--- config.mk ---
export PLATFORM = sky130hd
export DESIGN_NAME = seven_segment_display_decoder
export DESIGN_NICKNAME = d
export VERILOG_FILES = /design/src/rtl/seven_segment_display_decoder.sv
export SDC_FILE = /design/constraint.sdc
export NUM_CORES = 1
export LEC_CHECK = 0
export CAP_MARGIN = 10
export CELL_PAD_IN_SITES_DETAIL_PLACEMENT = 1
export CELL_PAD_IN_SITES_GLOBAL_PLACEMENT = 1
export CORE_UTILIZATION = 48
export DETAILED_ROUTE_END_ITERATION = 10
export DONT_BUFFER_PORTS = 1
export GPL_ROUTABILITY_DRIVEN = 0
export PLACE_DENSITY_LB_ADDON = 0.1
export SYNTH_ARGS = -nofsm -noshare
export SYNTH_HDL_FRONTEND = slang
export SYNTH_SLANG_ARGS = --single-unit
export TNS_END_PERCENT = 5
--- constraint.sdc ---
create_clock -name clk_i -period 3.8 [get_ports clk_i]
set_input_delay 0.76 -clock clk_i [delete_from_list [all_inputs] [get_ports clk_i]]
set_output_delay 0.76 -clock clk_i [all_outputs]
set_load 0.01 [all_outputs]
--- src/rtl/seven_segment_display_decoder.sv ---
// Purpose: recovers a 4-digit hex value by sampling a multiplexed, active-low 7-segment display bus.
// Latency: a pair held from cycle t is captured into value_o after edge t+STABLE_CYCLES+1.
// Backpressure: none; the display bus is free-running and every output is a plain register.
module seven_segment_display_decoder #(
   parameter int STABLE_CYCLES  = 4,
   parameter int TIMEOUT_CYCLES = 1000000
) (
   input  logic        clk_i,
   input  logic        reset_btn_i,
   input  logic [3:0]  digital_select_i,
   input  logic [6:0]  seven_bit_display_i,
   output logic [15:0] value_o,
   output logic [3:0]  digit_valid_o,
   output logic        frame_valid_o,
   output logic        error_o,
   output logic        timeout_o
);

   localparam logic [7:0]  STABLE_C  = 8'(STABLE_CYCLES);
   localparam logic [23:0] TIMEOUT_C = 24'(TIMEOUT_CYCLES);

   logic [3:0]  sel_q, prev_sel;
   logic [6:0]  seg_q, prev_seg;
   logic [7:0]  stable_cnt, stable_nxt;
   logic [23:0] idle_cnt;
   logic        is_digit, same, capture, legal;
   logic [1:0]  digit_idx;
   logic [3:0]  nibble, dv_set;

   // Active-low segment pattern (g..a) to {legal, nibble}; anything not in the table is illegal.
   function automatic logic [4:0] decode(input logic [6:0] seg);
      case (seg)
         7'h40: decode = 5'h10;
         7'h79: decode = 5'h11;
         7'h24: decode = 5'h12;
         7'h30: decode = 5'h13;
         7'h19: decode = 5'h14;
         7'h12: decode = 5'h15;
         7'h02: decode = 5'h16;
         7'h78: decode = 5'h17;
         7'h00: decode = 5'h18;
         7'h10: decode = 5'h19;
         7'h08: decode = 5'h1A;
         7'h03: decode = 5'h1B;
         7'h46: decode = 5'h1C;
         7'h21: decode = 5'h1D;
         7'h06: decode = 5'h1E;
         7'h0E: decode = 5'h1F;
         default: decode = 5'h00;
      endcase
   endfunction

   // Classify the registered sample, advance the stability count and detect the single capture point.
   always_comb begin
      is_digit  = $onehot(~sel_q);
      same      = (sel_q == prev_sel) && (seg_q == prev_seg);
      digit_idx = 2'd0;
      for (int i = 0; i < 4; i++) begin
         if (!sel_q[i]) digit_idx = 2'(i);
      end
      stable_nxt = stable_cnt;
      if (!is_digit)                  stable_nxt = 8'd0;
      else if (!same)                 stable_nxt = 8'd1;
      else if (stable_cnt != STABLE_C) stable_nxt = stable_cnt + 8'd1;
      // The count saturates at STABLE_CYCLES, so "already there and unchanged" means this run was captured.
      capture = is_digit && (stable_nxt == STABLE_C) && !(same && (stable_cnt == STABLE_C));
      {legal, nibble} = decode(seg_q);
      dv_set = digit_valid_o | (4'b0001 << digit_idx);
   end

   // Input sampling, capture bookkeeping, frame assembly and idle timeout; reset overrides everything.
   always_ff @(posedge clk_i) begin
      if (reset_btn_i) begin
         sel_q         <= '0;
         seg_q         <= '0;
         prev_sel      <= '0;
         prev_seg      <= '0;
         stable_cnt    <= '0;
         idle_cnt      <= '0;
         value_o       <= '0;
         digit_valid_o <= '0;
         frame_valid_o <= 1'b0;
         error_o       <= 1'b0;
         timeout_o     <= 1'b0;
      end else begin
         sel_q         <= digital_select_i;
         seg_q         <= seven_bit_display_i;
         prev_sel      <= sel_q;
         prev_seg      <= seg_q;
         stable_cnt    <= stable_nxt;
         frame_valid_o <= 1'b0;
         if (capture) begin
            // A capture restarts the idle window and wins over a coincident timeout.
            idle_cnt  <= '0;
            timeout_o <= 1'b0;
            if (legal) begin
               value_o[{digit_idx, 2'b00} +: 4] <= nibble;
               if (dv_set == 4'hF) begin
                  frame_valid_o <= 1'b1;
                  digit_valid_o <= 4'h0;
               end else begin
                  digit_valid_o <= dv_set;
               end
            end else begin
               digit_valid_o[digit_idx] <= 1'b0;
               error_o                  <= 1'b1;
            end
         end else begin
            if (idle_cnt != TIMEOUT_C) idle_cnt <= idle_cnt + 24'd1;
            // Timeout asserts on the edge where the counter arrives at TIMEOUT_CYCLES and stays set.
            if (idle_cnt >= TIMEOUT_C - 24'd1) begin
               timeout_o     <= 1'b1;
               digit_valid_o <= 4'h0;
            end
         end
      end
   end

endmodule

==> impl_metrics.json <==
{
  "status": "finished, final reports clean",
  "cts_resized": 0,
  "wl_per_cell_microns": 16.9,
  "drt_first_pass_iters": 4,
  "drive_above_1_share_pct": 6.60,
  "vias": 2957,
  "post_cts_buffers": 0,
  "root_buffer": "clkbuf_8",
  "fin_setup_tns_ns": 0,
  "worstSetupStartpointType": "flip-flop",
  "final_area_sq_um": 4020,
  "clk_path_buf_depth": 2,
  "critPathRequiredTime_ns": 4.02,
  "swShare_pct": 23.0,
  "powerDensity_nw_per_um2": 409,
  "cts_hold_buf": 0,
  "ios": 36,
  "p_seq_share_pct": 51.6,
  "core_sq_um": 7410,
  "place_area_sq_um": 3800,
  "rsz0062_at_grt": "false",
  "yosysUniqueCellTypes": 62,
  "synthArstFlopShare_pct": 0,
  "finalSetupViolCount": 0,
  "htreeDepth": 3,
  "p_clk_share_pct": 42.3,
  "die_x_microns": 90.6,
  "synth_area_sq_um": 3760,
  "n_antenna_cell": 0,
  "yosys_warnings": 0,
  "clkLatencyLatePin_ns": 0.35,
  "fin_nets": 439,
  "die_h_microns": 90.6,
  "ys_seq_area_share_pct": 40.9,
  "switchingPower_mw": 0.378,
  "nFillCells": 888,
  "ant_nets": 0,
  "grt_pass1_vias": 3092,
  "cts_tree": "built",
  "syn_avg_cell_area_sq_um": 8.82,
  "crit_fanout": 25,
  "synth_ff_type": "dfxtp_1",
  "critPathKind": "flip-flop to flip-flop",
  "overflow": 0,
  "cap_violations": 0,
  "syn_nets": 447,
  "fin_crit_sh_pct": 86.0,
  "combPwrFrac_pct": 6.0,
  "slew_headroom_pct": 45.9,
  "fin_skew_ns": 0.0165,
  "tightest_slew_ns": 0.804,
  "postSynthCellCount": 427,
  "worst_setup_path_end_kind": "flip-flop",
  "synth-seq-cells": 77,
  "port_buffers": 0,
  "peakVddDrop_v": 0.000222,
  "finalHoldViolCount": 0,
  "globalRouteTotalUtil_pct": 23.2,
  "initial_utilization_pct": 50.8,
  "crit_arrival_ns": 3.49,
  "synth_top_cell_area_share_pct": 40.9,
  "grt_max_degree": 29,
  "synth_edf_count": 0,
  "cts_sinks": 77,
  "fin_util_pct": 54.3,
  "synth_area_leaders": "dfxtp_1 41%, xor2_1 6.3%, nor2_1 5.3%",
  "wl_microns": 8830,
  "numCtsBuffers": 9,
  "worstHoldPathType": "input port to flip-flop",
  "die_area_sq_um": 8200,
  "dp.cells": 507,
  "internal-power_mw": 1.27,
  "stdcell_count": 523,
  "drt_iter0_drc": 113,
  "viasPerCell": 5.65,
  "clkSlewWorstSetupHoldPaths_ns": 0.09,
  "num_rows": 31,
  "max_freq_ghz": 0.306,
  "drc": 0,
  "finalMaxSlewViolations": 0,
  "p_leak_nw": 1.51,
  "whs_ns": 0.477,
  "syn2layout_area_growth_pct": 6.81,
  "grt_pass1_wl_microns": 15200,
  "antenna_found_initial": 0,
  "period_minus_slack_ns": 3.27,
  "dpl.hpwl_microns": 6230,
  "yosys.area.top_type": "dfxtp_1"
}
## routing by layer
layer  wire length [microns]  up-vias  track usage (%)
met2                    4590       31             41.5
met5                       0        -                0
met1                    3950     1455             27.5
li1                        -     1463                -
met4                      64        0             7.12
met3                     231        8             5.30
## flip-flops by register name, indices dropped and copies added, names as in the netlist
name / flops
sel_q: 4
prev_sel: 4
value_o: 16
idle_cnt: 24
error_o: 1
digit_valid_o: 4
seg_q: 7
timeout_o: 1
frame_valid_o: 1
stable_cnt: 8
prev_seg: 7
## cells by family after synthesis
logic type                 share of synthesized area [%]
AOI/OAI and AO/OA                                   8.97
xor gates and xnor gates                            9.07
adders and majority gates                           2.53
buffers and inverters                               4.25
DFF                                                 40.9
muxes                                               4.25
and+or+nand+nor                                     30.0
## layout make-up
| cell class | instances | area (sq um) | area share (%) |
|---|---|---|---|
| clock inverter | 4 | 70.1 | 1.74 |
| inverter | 16 | 60.1 | 1.49 |
| sequential | 77 | 1540 | 38.3 |
| timing repair buffer | 1 | 7.51 | 0.187 |
| multi-input combinational | 314 | 2060 | 51.3 |
| clock buffer | 12 | 155 | 3.86 |
| tap | 99 | 124 | 3.08 |
## metrics by stage
| stage | setup WS, ns | total power, mW |
|---|---|---|
| detailed placement | 0.596 | 0.966 |
| finish | 0.532 | 1.64 |
| global placement | 0.724 | 0.962 |
| global route | 0.348 | 1.72 |
| CTS | 0.527 | 1.67 |
| floorplan | 1.01 | 0.948 |
## path summary, 6_finish.rpt
kind | startpoint | endpoint | slack [ns] | cells past startpoint
setup reg to reg | sel_q[3]$_SDFF_PP0_ | idle_cnt[9]$_SDFFE_PP0P_ | 0.53 | 10
hold / removal | reset_btn_i | seg_q[0]$_SDFF_PP0_ | 0.48 | 1
hold reg to reg | timeout_o$_SDFFE_PP0P_ | timeout_o$_SDFFE_PP0P_ | 0.50 | 2
setup / recovery | sel_q[3]$_SDFF_PP0_ | idle_cnt[9]$_SDFFE_PP0P_ | 0.53 | 10
## power groups by stage
stage          logic [mW]  clock network, mW  registers, mW
2_1_floorplan      0.0985                  0          0.849
3_3_place_gp       0.0963                  0          0.865
3_5_place_dp       0.0994                  0          0.867
4_1_cts             0.101              0.718          0.848
5_1_grt             0.113              0.755          0.852
6_report           0.0994              0.696          0.849
## placed cells by master, fill, tap and decap left out, types with 4 or more instances in the layout
cell	synthesis	final
mux2i_1	16	16
nor3b_1	4	4
nor3_1	8	8
nor4_1	10	10
inv_1	15	15
nand2_1	40	40
a21oi_1	8	8
o21ai_0	4	4
nand4_1	9	9
xor2_1	27	27
nor2_1	53	53
or3_1	4	4
nor2b_1	19	19
and3_1	6	6
clkbuf_8	0	11
nand3_1	18	18
a32oi_1	4	4
ha_1	6	6
xnor2_1	12	12
dfxtp_1	77	77
nand2b_1	9	9
## synthesized netlist by cell type, types with 3 or more instances
cell type	n
buf_2	8
nor3b_1	4
nor3_1	8
nand4_1	9
o22a_1	3
clkbuf_1	10
inv_1	15
nand4bb_1	3
a32oi_1	4
and2_1	3
nor4_1	10
nand3_1	18
a21oi_1	8
mux2i_1	16
and3_1	6
nand3b_1	3
nor2_1	53
ha_1	6
nand2_1	40
nor2b_1	19
nand2b_1	9
xnor2_1	12
or4_1	3
o21ai_0	4
xor2_1	27
o21ai_1	3
or3_1	4
a31oi_1	3
dfxtp_1	77
## worst max-delay path, cell delays in order, from the launching register on
cell       delay, ns
dfxtp_1         0.58
fa_1            0.49
inv_1           0.07
ha_1            0.14
ha_1            0.22
nor2_1          0.10
nand2_1         0.11
a2111oi_4       0.35
or4b_1          0.65
nand2_4         0.31
nor2_1          0.10
Note: power is estimated with default switching activity, not from simulation.
